## config.mk

```make
export PLATFORM = sky130hd
export DESIGN_NAME = uart_tx_fifo
export DESIGN_NICKNAME = d
export VERILOG_FILES = /design/src/rtl/uart_pkg.sv /design/src/rtl/uart_sync_fifo.sv /design/src/rtl/uart_tx_fifo.sv
export SDC_FILE = /design/constraint.sdc
export NUM_CORES = 1
export LEC_CHECK = 0
export CORE_AREA = 5 5 162 179
export CTS_CLUSTER_DIAMETER = 80
export DETAILED_ROUTE_END_ITERATION = 8
export DIE_AREA = 0 0 167 184
export SETUP_SLACK_MARGIN = 0.5
export SLEW_MARGIN = 40
export SYNTH_ARGS = -nofsm -noshare
export SYNTH_HDL_FRONTEND = slang
export SYNTH_HIERARCHICAL = 1
export SYNTH_SLANG_ARGS = --single-unit
```

## constraint.sdc

```tcl
create_clock -name clk -period 6 [get_ports clk]
set_input_delay 1.5 -clock clk [delete_from_list [all_inputs] [get_ports clk]]
set_output_delay 1.5 -clock clk [all_outputs]
set_load 0.02 [all_outputs]
```

## src/rtl/uart_pkg.sv

```systemverilog
// Shared types and constants for the buffered UART transmitter.
//   tx_state_e    framing FSM states
//   DataBits*     i_num_bit_data encodings
//   Parity*       i_parity_type encodings
package uart_pkg;

  typedef enum logic [2:0] {
    StIdle,
    StStart,
    StData,
    StParity,
    StStop1,
    StStop2,
    StBreak
  } tx_state_e;

  localparam logic [1:0] DataBits5 = 2'b00;
  localparam logic [1:0] DataBits6 = 2'b01;
  localparam logic [1:0] DataBits7 = 2'b10;
  localparam logic [1:0] DataBits8 = 2'b11;

  localparam logic ParityEven = 1'b0;
  localparam logic ParityOdd  = 1'b1;

  // Number of data bits carried by a frame for a given encoding.
  function automatic logic [3:0] data_bits(input logic [1:0] enc);
    logic [3:0] n;
    case (enc)
      DataBits5: n = 4'd5;
      DataBits6: n = 4'd6;
      DataBits7: n = 4'd7;
      DataBits8: n = 4'd8;
      default:   n = 4'd8;
    endcase
    return n;
  endfunction

  // Parity bit from the XOR of the sent data bits.
  function automatic logic parity_bit(input logic acc, input logic ptype);
    logic p;
    case (ptype)
      ParityEven: p = acc;
      ParityOdd:  p = ~acc;
      default:    p = acc;
    endcase
    return p;
  endfunction

endpackage

```

## src/rtl/uart_sync_fifo.sv

```systemverilog
// Synchronous FIFO with registered full/empty/level flags and an overflow pulse.
//   clk, rst_n     clock, asynchronous active-low reset
//   wr_en_i        push wr_data_i unless full (dropped writes pulse overflow_o)
//   rd_en_i        pop head; rd_data_o always shows the current head
//   full_o         occupancy == DEPTH
//   empty_o        occupancy == 0
//   level_o        occupancy
//   overflow_o     one-cycle pulse after a write attempted while full
module uart_sync_fifo #(
  parameter int unsigned WIDTH = 8,
  parameter int unsigned DEPTH = 16
) (
  input  logic                         clk,
  input  logic                         rst_n,
  input  logic                         wr_en_i,
  input  logic [WIDTH-1:0]             wr_data_i,
  input  logic                         rd_en_i,
  output logic [WIDTH-1:0]             rd_data_o,
  output logic                         full_o,
  output logic                         empty_o,
  output logic [$clog2(DEPTH+1)-1:0]   level_o,
  output logic                         overflow_o
);

  localparam int unsigned PtrW = $clog2(DEPTH);
  localparam int unsigned LvlW = $clog2(DEPTH + 1);

  logic [WIDTH-1:0] mem_q [DEPTH];
  logic [PtrW-1:0]  wr_ptr_q, rd_ptr_q;
  logic [LvlW-1:0]  level_q, level_d;
  logic             full_q, empty_q, overflow_q;
  logic             push, pop;

  // A write while full is dropped even if a pop frees a slot in the same cycle.
  assign push = wr_en_i & ~full_q;
  assign pop  = rd_en_i & ~empty_q;

  always_comb begin
    level_d = level_q;
    case ({push, pop})
      2'b10:   level_d = level_q + 1'b1;
      2'b01:   level_d = level_q - 1'b1;
      default: level_d = level_q;
    endcase
  end

  always_ff @(posedge clk or negedge rst_n) begin
    if (!rst_n) begin
      wr_ptr_q   <= '0;
      rd_ptr_q   <= '0;
      level_q    <= '0;
      full_q     <= 1'b0;
      empty_q    <= 1'b1;
      overflow_q <= 1'b0;
    end else begin
      if (push) wr_ptr_q <= wr_ptr_q + 1'b1;
      if (pop)  rd_ptr_q <= rd_ptr_q + 1'b1;
      level_q    <= level_d;
      full_q     <= (level_d == LvlW'(DEPTH));
      empty_q    <= (level_d == '0);
      overflow_q <= wr_en_i & full_q;
    end
  end

  always_ff @(posedge clk) begin
    if (push) mem_q[wr_ptr_q] <= wr_data_i;
  end

  assign rd_data_o  = mem_q[rd_ptr_q];
  assign full_o     = full_q;
  assign empty_o    = empty_q;
  assign level_o    = level_q;
  assign overflow_o = overflow_q;

endmodule

```

## src/rtl/uart_tx_fifo.sv

```systemverilog
// Buffered UART transmitter: TX FIFO feeding a framing FSM paced by tx_tick.
//   clk, rst_n        clock, asynchronous active-low reset
//   tx_tick           one-clock pulse per bit period
//   i_num_bit_data    data bits 5..8; i_parity_en/i_parity_type parity; i_stop_bits 1 or 2
//   i_break           hold line low once idle; i_cts_n clear-to-send, checked at frame start
//   i_wr_en/i_wr_data FIFO push
//   o_full/o_empty/o_level/o_overflow  FIFO status
//   o_tx_serial       registered serial line (idle high)
//   o_tx_busy         FSM not idle; o_tx_done pulse at the end of the last stop bit
module uart_tx_fifo
  import uart_pkg::*;
#(
  parameter int unsigned FIFO_DEPTH = 16
) (
  input  logic                              clk,
  input  logic                              rst_n,
  input  logic                              tx_tick,
  input  logic [1:0]                        i_num_bit_data,
  input  logic                              i_parity_en,
  input  logic                              i_parity_type,
  input  logic                              i_stop_bits,
  input  logic                              i_break,
  input  logic                              i_cts_n,
  input  logic                              i_wr_en,
  input  logic [7:0]                        i_wr_data,
  output logic                              o_full,
  output logic                              o_empty,
  output logic [$clog2(FIFO_DEPTH+1)-1:0]   o_level,
  output logic                              o_overflow,
  output logic                              o_tx_serial,
  output logic                              o_tx_busy,
  output logic                              o_tx_done
);

  logic [7:0] fifo_rd_data;
  logic       pop;

  uart_sync_fifo #(
    .WIDTH (8),
    .DEPTH (FIFO_DEPTH)
  ) u_fifo (
    .clk        (clk),
    .rst_n      (rst_n),
    .wr_en_i    (i_wr_en),
    .wr_data_i  (i_wr_data),
    .rd_en_i    (pop),
    .rd_data_o  (fifo_rd_data),
    .full_o     (o_full),
    .empty_o    (o_empty),
    .level_o    (o_level),
    .overflow_o (o_overflow)
  );

  tx_state_e  state_q, state_d;
  logic [7:0] shift_q, shift_d;
  logic [3:0] cnt_q, cnt_d;      // data bits already driven in this frame
  logic [3:0] nbits_q, nbits_d;
  logic       par_q, par_d;
  logic       pe_q, pe_d, pt_q, pt_d, sb_q, sb_d;
  logic       serial_q, serial_d;
  logic       done_q, done_d;
  logic       can_start, start_frame, frame_end;

  assign can_start = ~o_empty & ~i_cts_n;

  always_comb begin
    state_d     = state_q;
    shift_d     = shift_q;
    cnt_d       = cnt_q;
    nbits_d     = nbits_q;
    par_d       = par_q;
    pe_d        = pe_q;
    pt_d        = pt_q;
    sb_d        = sb_q;
    serial_d    = serial_q;
    done_d      = 1'b0;
    pop         = 1'b0;
    start_frame = 1'b0;
    frame_end   = 1'b0;

    if (tx_tick) begin
      case (state_q)
        StIdle: begin
          if (i_break) begin
            state_d  = StBreak;
            serial_d = 1'b0;
          end else if (can_start) begin
            start_frame = 1'b1;
          end
        end
        StStart: begin
          serial_d = shift_q[0];
          shift_d  = shift_q >> 1;
          par_d    = par_q ^ shift_q[0];
          cnt_d    = 4'd1;
          state_d  = StData;
        end
        StData: begin
          if (cnt_q == nbits_q) begin
            if (pe_q) begin
              serial_d = parity_bit(par_q, pt_q);
              state_d  = StParity;
            end else begin
              serial_d = 1'b1;
              state_d  = StStop1;
            end
          end else begin
            serial_d = shift_q[0];
            shift_d  = shift_q >> 1;
            par_d    = par_q ^ shift_q[0];
            cnt_d    = cnt_q + 1'b1;
          end
        end
        StParity: begin
          serial_d = 1'b1;
          state_d  = StStop1;
        end
        StStop1: begin
          if (sb_q) state_d = StStop2;
          else      frame_end = 1'b1;
        end
        StStop2: frame_end = 1'b1;
        StBreak: begin
          if (!i_break) begin
            serial_d = 1'b1;
            state_d  = StIdle;
          end
        end
        default: begin
          serial_d = 1'b1;
          state_d  = StIdle;
        end
      endcase

      // Streaming: the next start bit follows the last stop bit with no idle gap.
      if (frame_end) begin
        done_d = 1'b1;
        if (can_start && !i_break) begin
          start_frame = 1'b1;
        end else begin
          serial_d = 1'b1;
          state_d  = StIdle;
        end
      end

      // Data and all framing options are frozen for the whole frame here.
      if (start_frame) begin
        pop      = 1'b1;
        shift_d  = fifo_rd_data;
        nbits_d  = data_bits(i_num_bit_data);
        pe_d     = i_parity_en;
        pt_d     = i_parity_type;
        sb_d     = i_stop_bits;
        cnt_d    = '0;
        par_d    = 1'b0;
        serial_d = 1'b0;
        state_d  = StStart;
      end
    end
  end

  always_ff @(posedge clk or negedge rst_n) begin
    if (!rst_n) begin
      state_q  <= StIdle;
      shift_q  <= '0;
      cnt_q    <= '0;
      nbits_q  <= 4'd8;
      par_q    <= 1'b0;
      pe_q     <= 1'b0;
      pt_q     <= 1'b0;
      sb_q     <= 1'b0;
      serial_q <= 1'b1;
      done_q   <= 1'b0;
    end else begin
      state_q  <= state_d;
      shift_q  <= shift_d;
      cnt_q    <= cnt_d;
      nbits_q  <= nbits_d;
      par_q    <= par_d;
      pe_q     <= pe_d;
      pt_q     <= pt_d;
      sb_q     <= sb_d;
      serial_q <= serial_d;
      done_q   <= done_d;
    end
  end

  assign o_tx_serial = serial_q;
  assign o_tx_busy   = (state_q != StIdle);
  assign o_tx_done   = done_q;

endmodule
```

==> flow_summary.toml, run 1 <==
[timing]
tightest_slew_ns = 0.792
period_share = 0.861
slew_violations = 0
fin_crit_ns = 5.17
fin_skew_ns = 0.0110
setup_tns_ns = 0
hold_violations = 0
finalSetupViolCount = 0
relSlewSlack = 0.469
fin_ws_ns = 0.835
rsz0062_at_grt = "no"
max_freq_ghz = 0.194

[route]
route.vias.total = 3816
viasPerCell = 4.63
drcViolationCount = 0
routedWlPerCell_um = 16.9
routed_wirelength_um = 14000
first_pass_iters = 5
drtIter0Drc = 418
postRouteAntennaNets = 0

[clock_network]
cts_resized = 0
root_buffer = "clkbuf_16"
cts_buffers = 17
clock-sinks = 169
clk_path_buf_depth = 2
cts.clk_slew.worst_paths_ns = 0.07
clkLatencyLatePin_ns = 0.43
cts_setup_buffers = 0
htree_levels = 4
cts_tree = "yes"
cts_hold_buf = 0

[pwr]
ir_drop_uv = 229
pwr_density_cell_nw_per_um2 = 454
p_leak_nw = 3.03

[logic_synthesis]
synth_edf_count = 128
synth_flop_cell = "edfxtp_1"
syn_area_per_cell_um2 = 17.4
syn_nets = 459
syn_area_um2 = 7430
ys_warn_count = 6
synth-seq-cells = 169
async_flop_share = 0.243
seq_area_frac_synth = 0.656
syn_inst = 427
synth_cell_types = 59

[setup_path]
cp_slowest_cell = "or4_4"
critical_path_required_ns = 6.34
worstPathMaxFanout = 26
critPathLaunchType = "input port"
worst_path_dominant_cell_family = "simple AND/OR/NAND/NOR gates"
crit_type = "in2reg"
crit_arrival_ns = 5.51
path_cells = "clkdlybuf4s50_1, or4_4, a21oi_2, o211ai_4, inv_1, nor2b_1, ha_1, xor2_1, ha_1, o21ai_0, a21oi_1, nor4_1, xor2_1, nor3b_1"
critPathBufInv = 2
r2r-end = "u_fifo/full_o"
rrSetupSlack_ns = 1.89
reg2reg_depth = 13
cp-startpoint = "i_break"
r2r-start = "state_q[1]"
cp-end-kind = "flop"
cpPeakStageDelay_ns = 0.58

[outcome]
status = "complete, no violations"

[grt]
grtUsageMet1 = 0.113
antenna_found_initial = 0
busiest_layer = "met2"
grtUsageTotal = 0.0939
grt_pass1_vias = 3967
grt_first_pass_wirelength_um = 22300
grt_util_met3 = 0.0232
grt_overflow = 0
grt_max_degree = 42
grt_use_met2 = 0.164

[die]
dieHeight_um = 184
initial_core_util = 0.276
core.rowCount = 63
die_width_um = 167
die_area_um2 = 30700
coreArea_um2 = 26900
ios = 30

[finish]
fin_nets = 486
drive_above_1_share = 0.135
layout-area-overhead-vs-synth_pct = 16.2
antennaDiodeCount = 0
fillCellCount = 2536

[flow_run]
max_cap_viol_count = 0

[placed_design]
dp_slack_ns = 0.433
routabilityCongestion = 0.796
hpwl_um = 9260
io_buffer_count = 29

[hold_path]
holdPathStages = 1
min_path_type = "reg2reg"
hold_start = "shift_q[2]"
hold_end = "shift_q[2]"
[worst reg2reg max path: cells and delay by family, from the launching register on]
kind,cells,cell delay [ns]
AND/OR/NAND/NOR,4,1.60
adder cells (fa/ha/maj),2,0.69
AO/OA/AOI/OAI,4,0.65
flip-flops,1,0.52
XOR/XNOR,2,0.38
buffers and inverters,1,0.20
[stage by stage]
| step | hold slack (ns) | util | power [mW] | area [um^2] | instances |
|---|---|---|---|---|---|
| detailed placement | 0.481 | 0.299 | 2.88 | 8040 | 792 |
| CTS | 0.498 | 0.321 | 3.98 | 8640 | 824 |
| global route | 0.515 | 0.321 | 4.14 | 8640 | 824 |
| finish | 0.494 | 0.321 | 3.92 | 8640 | 824 |
| global placement | 0.473 | 0.299 | 2.84 | 8040 | 792 |
| floorplan | 0.465 | - | 2.56 | 7430 | 427 |
[flip-flops by register name, summed over array words and instances (netlist names), 3 cells and up]
signal and count:
shift_q 8, u_fifo/level_o 5, u_fifo/mem_q 128, u_fifo/rd_ptr_q 4, u_fifo/wr_ptr_q 4, nbits_q 4, cnt_q 4, state_q 3
[per-layer routing]
metal	wire (um)	vias up
li1	-	1750
met1	6060	1955
met2	7130	92
met3	546	19
met4	216	0
met5	0	-
[area by class of cell]
class                           count  area [um^2]  share of cell area
Timing Repair Buffer               31          303              0.0350
Clock inverter                     14          173              0.0200
Multi-Input combinational cell    220         2360               0.273
Inverter                           15         56.3             0.00652
Tap cell                          357          447              0.0517
Clock buffer                       18          429              0.0497
Sequential cell                   169         4870               0.564
[worst max path at each step]
stage / end / slack, ns / cells past startpoint
after CTS: u_fifo/full_o / 0.88 / 14
after global placement: u_fifo/full_o / 0.63 / 14
after global routing: u_fifo/full_o / 0.55 / 14
final: u_fifo/full_o / 0.83 / 14
after floorplan: u_fifo/full_o / 1.49 / 16
after detailed placement: u_fifo/full_o / 0.43 / 14
[cell usage after synthesis, drive strengths merged, types with 2 or more instances]
| cell type | number | area [um^2] |
|---|---|---|
| buf | 14 | 110 |
| a21oi | 8 | 43.8 |
| nor4 | 2 | 27.5 |
| nand3 | 6 | 30.0 |
| o21ai | 11 | 55.1 |
| a22o | 2 | 17.5 |
| xnor2 | 8 | 70.1 |
| nor3b | 4 | 35.0 |
| mux2 | 7 | 97.6 |
| inv | 15 | 56.3 |
| xor2 | 9 | 78.8 |
| o22ai | 2 | 12.5 |
| dfrtp | 38 | 951 |
| nor2b | 4 | 25.0 |
| nand3b | 3 | 22.5 |
| o31ai | 2 | 15.0 |
| clkbuf | 9 | 33.8 |
| mux2i | 2 | 20.0 |
| ha | 13 | 163 |
| and3 | 3 | 18.8 |
| a221oi | 3 | 26.3 |
| nor2 | 15 | 56.3 |
| nor3 | 9 | 45.0 |
| mux4 | 40 | 1010 |
| and2 | 17 | 106 |
| edfxtp | 128 | 3840 |
| nand2 | 13 | 51.3 |
| nand4 | 2 | 12.5 |
| o21a | 6 | 45.0 |
| o22a | 6 | 52.6 |
| a31oi | 2 | 12.5 |
| o211ai | 5 | 51.3 |
| dfstp | 3 | 78.8 |
[logic make-up after synthesis]
| group | Yosys count | share of synthesized area |
|---|---|---|
| and+or+nand+nor | 83 | 0.0635 |
| AOI/OAI and AO/OA | 58 | 0.0598 |
| buffers and inverters | 38 | 0.0269 |
| adders and majority gates | 13 | 0.0219 |
| xor gates and xnor gates | 17 | 0.0200 |
| muxes | 49 | 0.152 |
| DFF | 169 | 0.656 |
[report_power, final]
group | internal [mW] | total (mW) | switching, mW
clock network | 0.566 | 1.08 | 0.517
logic | 0.588 | 1.17 | 0.579
registers | 1.48 | 1.67 | 0.194
[cells in the final DEF, fill, tap and decap left out, types with 7 or more instances in the layout]
master and instances:
edfxtp_1 128, dfrtp_1 38, mux4_1 30, clkdlybuf4s50_1 28
clkbuf_16 17, and2_1 17, inv_1 15, nor2_1 15
ha_1 13, nand2_1 12, o21ai_0 11, mux4_2 10
nor3_1 9, xor2_1 9, xnor2_1 8, a21oi_1 7
(Power assumes the default switching activity.)
==> run 2, diff against run 1 <==
--- a/config.mk
+++ b/config.mk
@@ -9,6 +9,7 @@
 export CTS_CLUSTER_DIAMETER = 80
 export DETAILED_ROUTE_END_ITERATION = 8
 export DIE_AREA = 0 0 167 184
+export DONT_BUFFER_PORTS = 1
 export SETUP_SLACK_MARGIN = 0.5
 export SLEW_MARGIN = 40
 export SYNTH_ARGS = -nofsm -noshare
==> flow_summary.toml, run 2 (synthesized netlist as in run 1, its figures left out) <==
[timing]
rsz0062_at_grt = "no"
setup_tns_ns = 0
finalSetupViolCount = 0
fin_skew_ns = 0.0110
fin_crit_ns = 4.75
max_freq_ghz = 0.210
fin_ws_ns = 1.25
hold_violations = 0
tightest_slew_ns = 0.797
slew_violations = 0
period_share = 0.792
relSlewSlack = 0.466

[finish]
drive_above_1_share = 0.144
antennaDiodeCount = 0
fillCellCount = 2574
largest_reg_flops = 128
multiInputGateArea_um2 = 2360
layout_commonest_cell = "edfxtp_1"
fin_nets = 457
layout-area-overhead-vs-synth_pct = 12.7
regMostFlops = "u_fifo/mem_q"
final_cell_mix = "edfxtp_1 (128), dfrtp_1 (38), mux4_1 (30)"
register_area_um2 = 4870

[clock_network]
cts_setup_buffers = 0
cts.clk_slew.worst_paths_ns = 0.07
clock-sinks = 169
cts_hold_buf = 0
cts_tree = "yes"
clk_path_buf_depth = 2
clkLatencyLatePin_ns = 0.43
root_buffer = "clkbuf_16"
htree_levels = 4
cts_buffers = 17
cts_resized = 0

[flow_run]
max_cap_viol_count = 0

[setup_path]
crit_type = "in2reg"
crit_arrival_ns = 5.07
worstPathMaxFanout = 26
critPathLaunchType = "input port"
critical_path_required_ns = 6.32
cp-end-kind = "flop"

[route]
route.vias.total = 3755
drtIter0Drc = 330
viasPerCell = 4.72
routedWlPerCell_um = 17.9
postRouteAntennaNets = 0
first_pass_iters = 5
routed_wirelength_um = 14200
drcViolationCount = 0

[grt]
antenna_found_initial = 0
grtUsageTotal = 0.0946
grt_first_pass_wirelength_um = 22300
grt_max_degree = 42
grt_overflow = 0
grt_pass1_vias = 3824

[placed_design]
dp_slack_ns = 0.922
routabilityCongestion = 0.761
hpwl_um = 9350
io_buffer_count = 0

[hold_path]
min_path_type = "reg2reg"

[pwr]
ir_drop_uv = 198
p_leak_nw = 2.93
pwr_density_cell_nw_per_um2 = 465

[outcome]
status = "complete, no violations"

[die]
die_area_um2 = 30700
initial_core_util = 0.276
ios = 30
core.rowCount = 63
dieHeight_um = 184
coreArea_um2 = 26900
die_width_um = 167
run 2: metrics by stage:
step	instances	hold WS (ns)	power (mW)	util	instance area [um^2]
2_1_floorplan	427	0.465	2.56	-	7430
3_3_place_gp	763	0.474	2.75	0.288	7750
3_5_place_dp	763	0.491	2.80	0.288	7750
4_1_cts	795	0.508	3.94	0.312	8380
5_1_grt	795	0.527	4.10	0.312	8380
6_report	795	0.507	3.89	0.312	8380
run 2: critical path, stage by stage:
cell      delay, ns
or4_4          0.53
a21oi_2        0.16
o211ai_4       0.29
inv_1          0.20
nor2b_1        0.40
ha_1           0.45
xor2_1         0.13
ha_1           0.23
o21ai_0        0.17
a21oi_1        0.07
nor4_1         0.37
xor2_1         0.29
nor3b_1        0.27
run 2: layout make-up:
type / instances / share of cell area
Clock inverter: 15 / 0.0243
Multi-Input combinational cell: 220 / 0.281
Sequential cell: 169 / 0.582
Timing Repair Buffer: 2 / 0.00179
Tap cell: 357 / 0.0533
Inverter: 15 / 0.00672
Clock buffer: 17 / 0.0508
run 2: report_power, final:
| group | internal [mW] | leakage, nW | switching, mW |
|---|---|---|---|
| Clock | 0.581 | 0.305 | 0.542 |
| Sequential | 1.48 | 1.65 | 0.236 |
| Combinational | 0.526 | 0.975 | 0.530 |
run 2: worst paths after layout:
check	from	to	slack, ns	depth (start not counted)
hold reg to reg	shift_q[6]	shift_q[6]	0.51	1
max in group asynchronous	rst_n	u_fifo/empty_o	5.05	0
min in group asynchronous	rst_n	o_tx_done	0.76	0
hold / removal	shift_q[6]	shift_q[6]	0.51	1
setup reg to reg	state_q[1]	u_fifo/full_o	1.74	13
setup / recovery	i_break	u_fifo/full_o	1.25	13
run 2: per-layer routing:
| layer | up-vias | track usage | part of all wire |
|---|---|---|---|
| li1 | 1697 | - | - |
| met1 | 1943 | 0.110 | 0.41 |
| met2 | 102 | 0.167 | 0.53 |
| met3 | 13 | 0.0308 | 0.054 |
| met4 | 0 | 0.0285 | 0.010 |
| met5 | - | 0 | 0 |
==> run 3, diff against run 2 <==
==> constraint.sdc (replaced) <==
create_clock -name clk -period 4.6 [get_ports clk]
set_input_delay 1.15 -clock clk [delete_from_list [all_inputs] [get_ports clk]]
set_output_delay 1.15 -clock clk [all_outputs]
set_load 0.02 [all_outputs]
==> flow_summary.toml, run 3 (synthesized netlist as in run 1, its figures left out) <==
[setup_path]
cpMostUsedCell = "ha_1"
r2r-start = "state_q[1]"
critPathLaunchType = "input port"
worstPathMaxFanout = 11
critPathBufInv = 1
reg2reg_depth = 13
critical_path_required_ns = 4.92
worst_path_dominant_cell_family = "simple AND/OR/NAND/NOR gates"
cp-end-kind = "flop"
rrSetupSlack_ns = 0.96
crit_type = "in2reg"
path_cells = "or4_4, a21oi_2, o211ai_4, inv_1, nor2b_1, ha_1, xor2_1, ha_1, a21oi_1, mux2i_1, xnor2_1, or2_2, nor3b_1"
r2r-end = "u_fifo/full_o"
cp_slowest_cell = "or4_4"
crit_arrival_ns = 4.14
cpPeakStageDelay_ns = 0.53

[clock_network]
clk_path_buf_depth = 2
clock-sinks = 169
cts_hold_buf = 0
cts.clk_slew.worst_paths_ns = 0.07
cts_buffers = 17
root_buffer = "clkbuf_16"
cts_setup_buffers = 0
cts_tree = "yes"
clkLatencyLatePin_ns = 0.42
cts_resized = 0
htree_levels = 4

[pwr]
p_leak_nw = 2.92
p_sw_frac = 0.328
switchingPower_mw = 1.63
ir_drop_uv = 251
pwr_density_cell_nw_per_um2 = 595
pwr-share-clk = 0.276
p_seq_frac = 0.449
pwr-share-comb = 0.275
p_int_mw = 3.34

[timing]
hold_violations = 0
tightest_slew_ns = 0.627
fin_ws_ns = 0.787
max_freq_ghz = 0.262
setup_tns_ns = 0
finalSetupViolCount = 0
slew_violations = 0
rsz0062_at_grt = "no"
period_share = 0.829
fin_crit_ns = 3.81
fin_skew_ns = 0.00962
relSlewSlack = 0.582

[placed_design]
dp_slack_ns = 0.417
io_buffer_count = 0
routabilityCongestion = 0.796
hpwl_um = 9170
dpl.cell_count = 765

[finish]
drive_above_1_share = 0.148
finalNonFillerCells = 797
antennaDiodeCount = 0
layout_commonest_cell = "edfxtp_1"
largest_reg_flops = 128
final_cell_mix = "edfxtp_1 (128), dfrtp_1 (38), mux4_1 (30)"
fin_util = 0.311
layout-area-overhead-vs-synth_pct = 12.4
fin_nets = 459
regMostFlops = "u_fifo/mem_q"

[route]
viasPerCell = 4.63
routedWlPerCell_um = 17.5
first_pass_iters = 6
postRouteAntennaNets = 0
drcViolationCount = 0
routed_wirelength_um = 14000
route.vias.total = 3692
drtIter0Drc = 331

[grt]
antenna_found_initial = 0
grt_pass1_vias = 3881
grt_max_degree = 42
grtUsageTotal = 0.0941
grt_overflow = 0
grt_first_pass_wirelength_um = 22300

[die]
die_width_um = 167
core.rowCount = 63
initial_core_util = 0.276
coreArea_um2 = 26900
die_area_um2 = 30700
ios = 30
dieHeight_um = 184

[hold_path]
min_path_type = "in2async"

[flow_run]
max_cap_viol_count = 0

[outcome]
status = "complete, no violations"
-- run 3: cell types whose count changed in the layout (fill, tap and decap cells not counted), sizes merged --
cell      delta
inv          -6
buf          +2
clkinvlp     +2
clkinv       +4
-- run 3: per-stage QoR --
step	instance area (um^2)	power [mW]	hold slack, ns
6_report	8350	4.97	0.416
4_1_cts	8350	5.03	0.396
2_1_floorplan	7430	3.34	0.465
5_1_grt	8350	5.25	0.387
3_5_place_dp	7760	3.65	0.486
3_3_place_gp	7760	3.59	0.474
-- run 3: layer usage --
layer	global-route usage	routed length, um	up-vias
met5	0	0	-
met4	0.0265	102	0
met3	0.0305	740	7
met2	0.165	7270	85
met1	0.111	5860	1901
li1	-	-	1699
-- run 3: layout make-up --
cell class	instances	area [um^2]
Sequential cell	169	4870
Clock buffer	17	425
Fill cell	2566	18500
Multi-Input combinational cell	220	2360
Inverter	15	56.3
Tap cell	357	447
Clock inverter	15	164
Timing Repair Buffer	4	30.0
-- run 3: power groups by stage --
stage               registers, mW  clock network, mW  logic, mW
floorplan                    2.12                  0       1.22
global placement             2.26                  0       1.33
detailed placement           2.27                  0       1.38
CTS                          2.24               1.41       1.39
global route                 2.28               1.48       1.50
finish                       2.23               1.37       1.37
-- run 3: how the worst max path moves through the flow --
| stage | from | end | slack [ns] | cells past startpoint |
|---|---|---|---|---|
| 2_1_floorplan | i_break | u_fifo/full_o | 0.52 | 16 |
| 5_1_grt | i_break | u_fifo/full_o | 0.62 | 13 |
| 3_5_place_dp | i_break | u_fifo/full_o | 0.42 | 13 |
| 4_1_cts | i_break | u_fifo/full_o | 0.82 | 13 |
| 6_report | i_break | u_fifo/full_o | 0.79 | 13 |
| 3_3_place_gp | i_break | u_fifo/full_o | 0.61 | 13 |
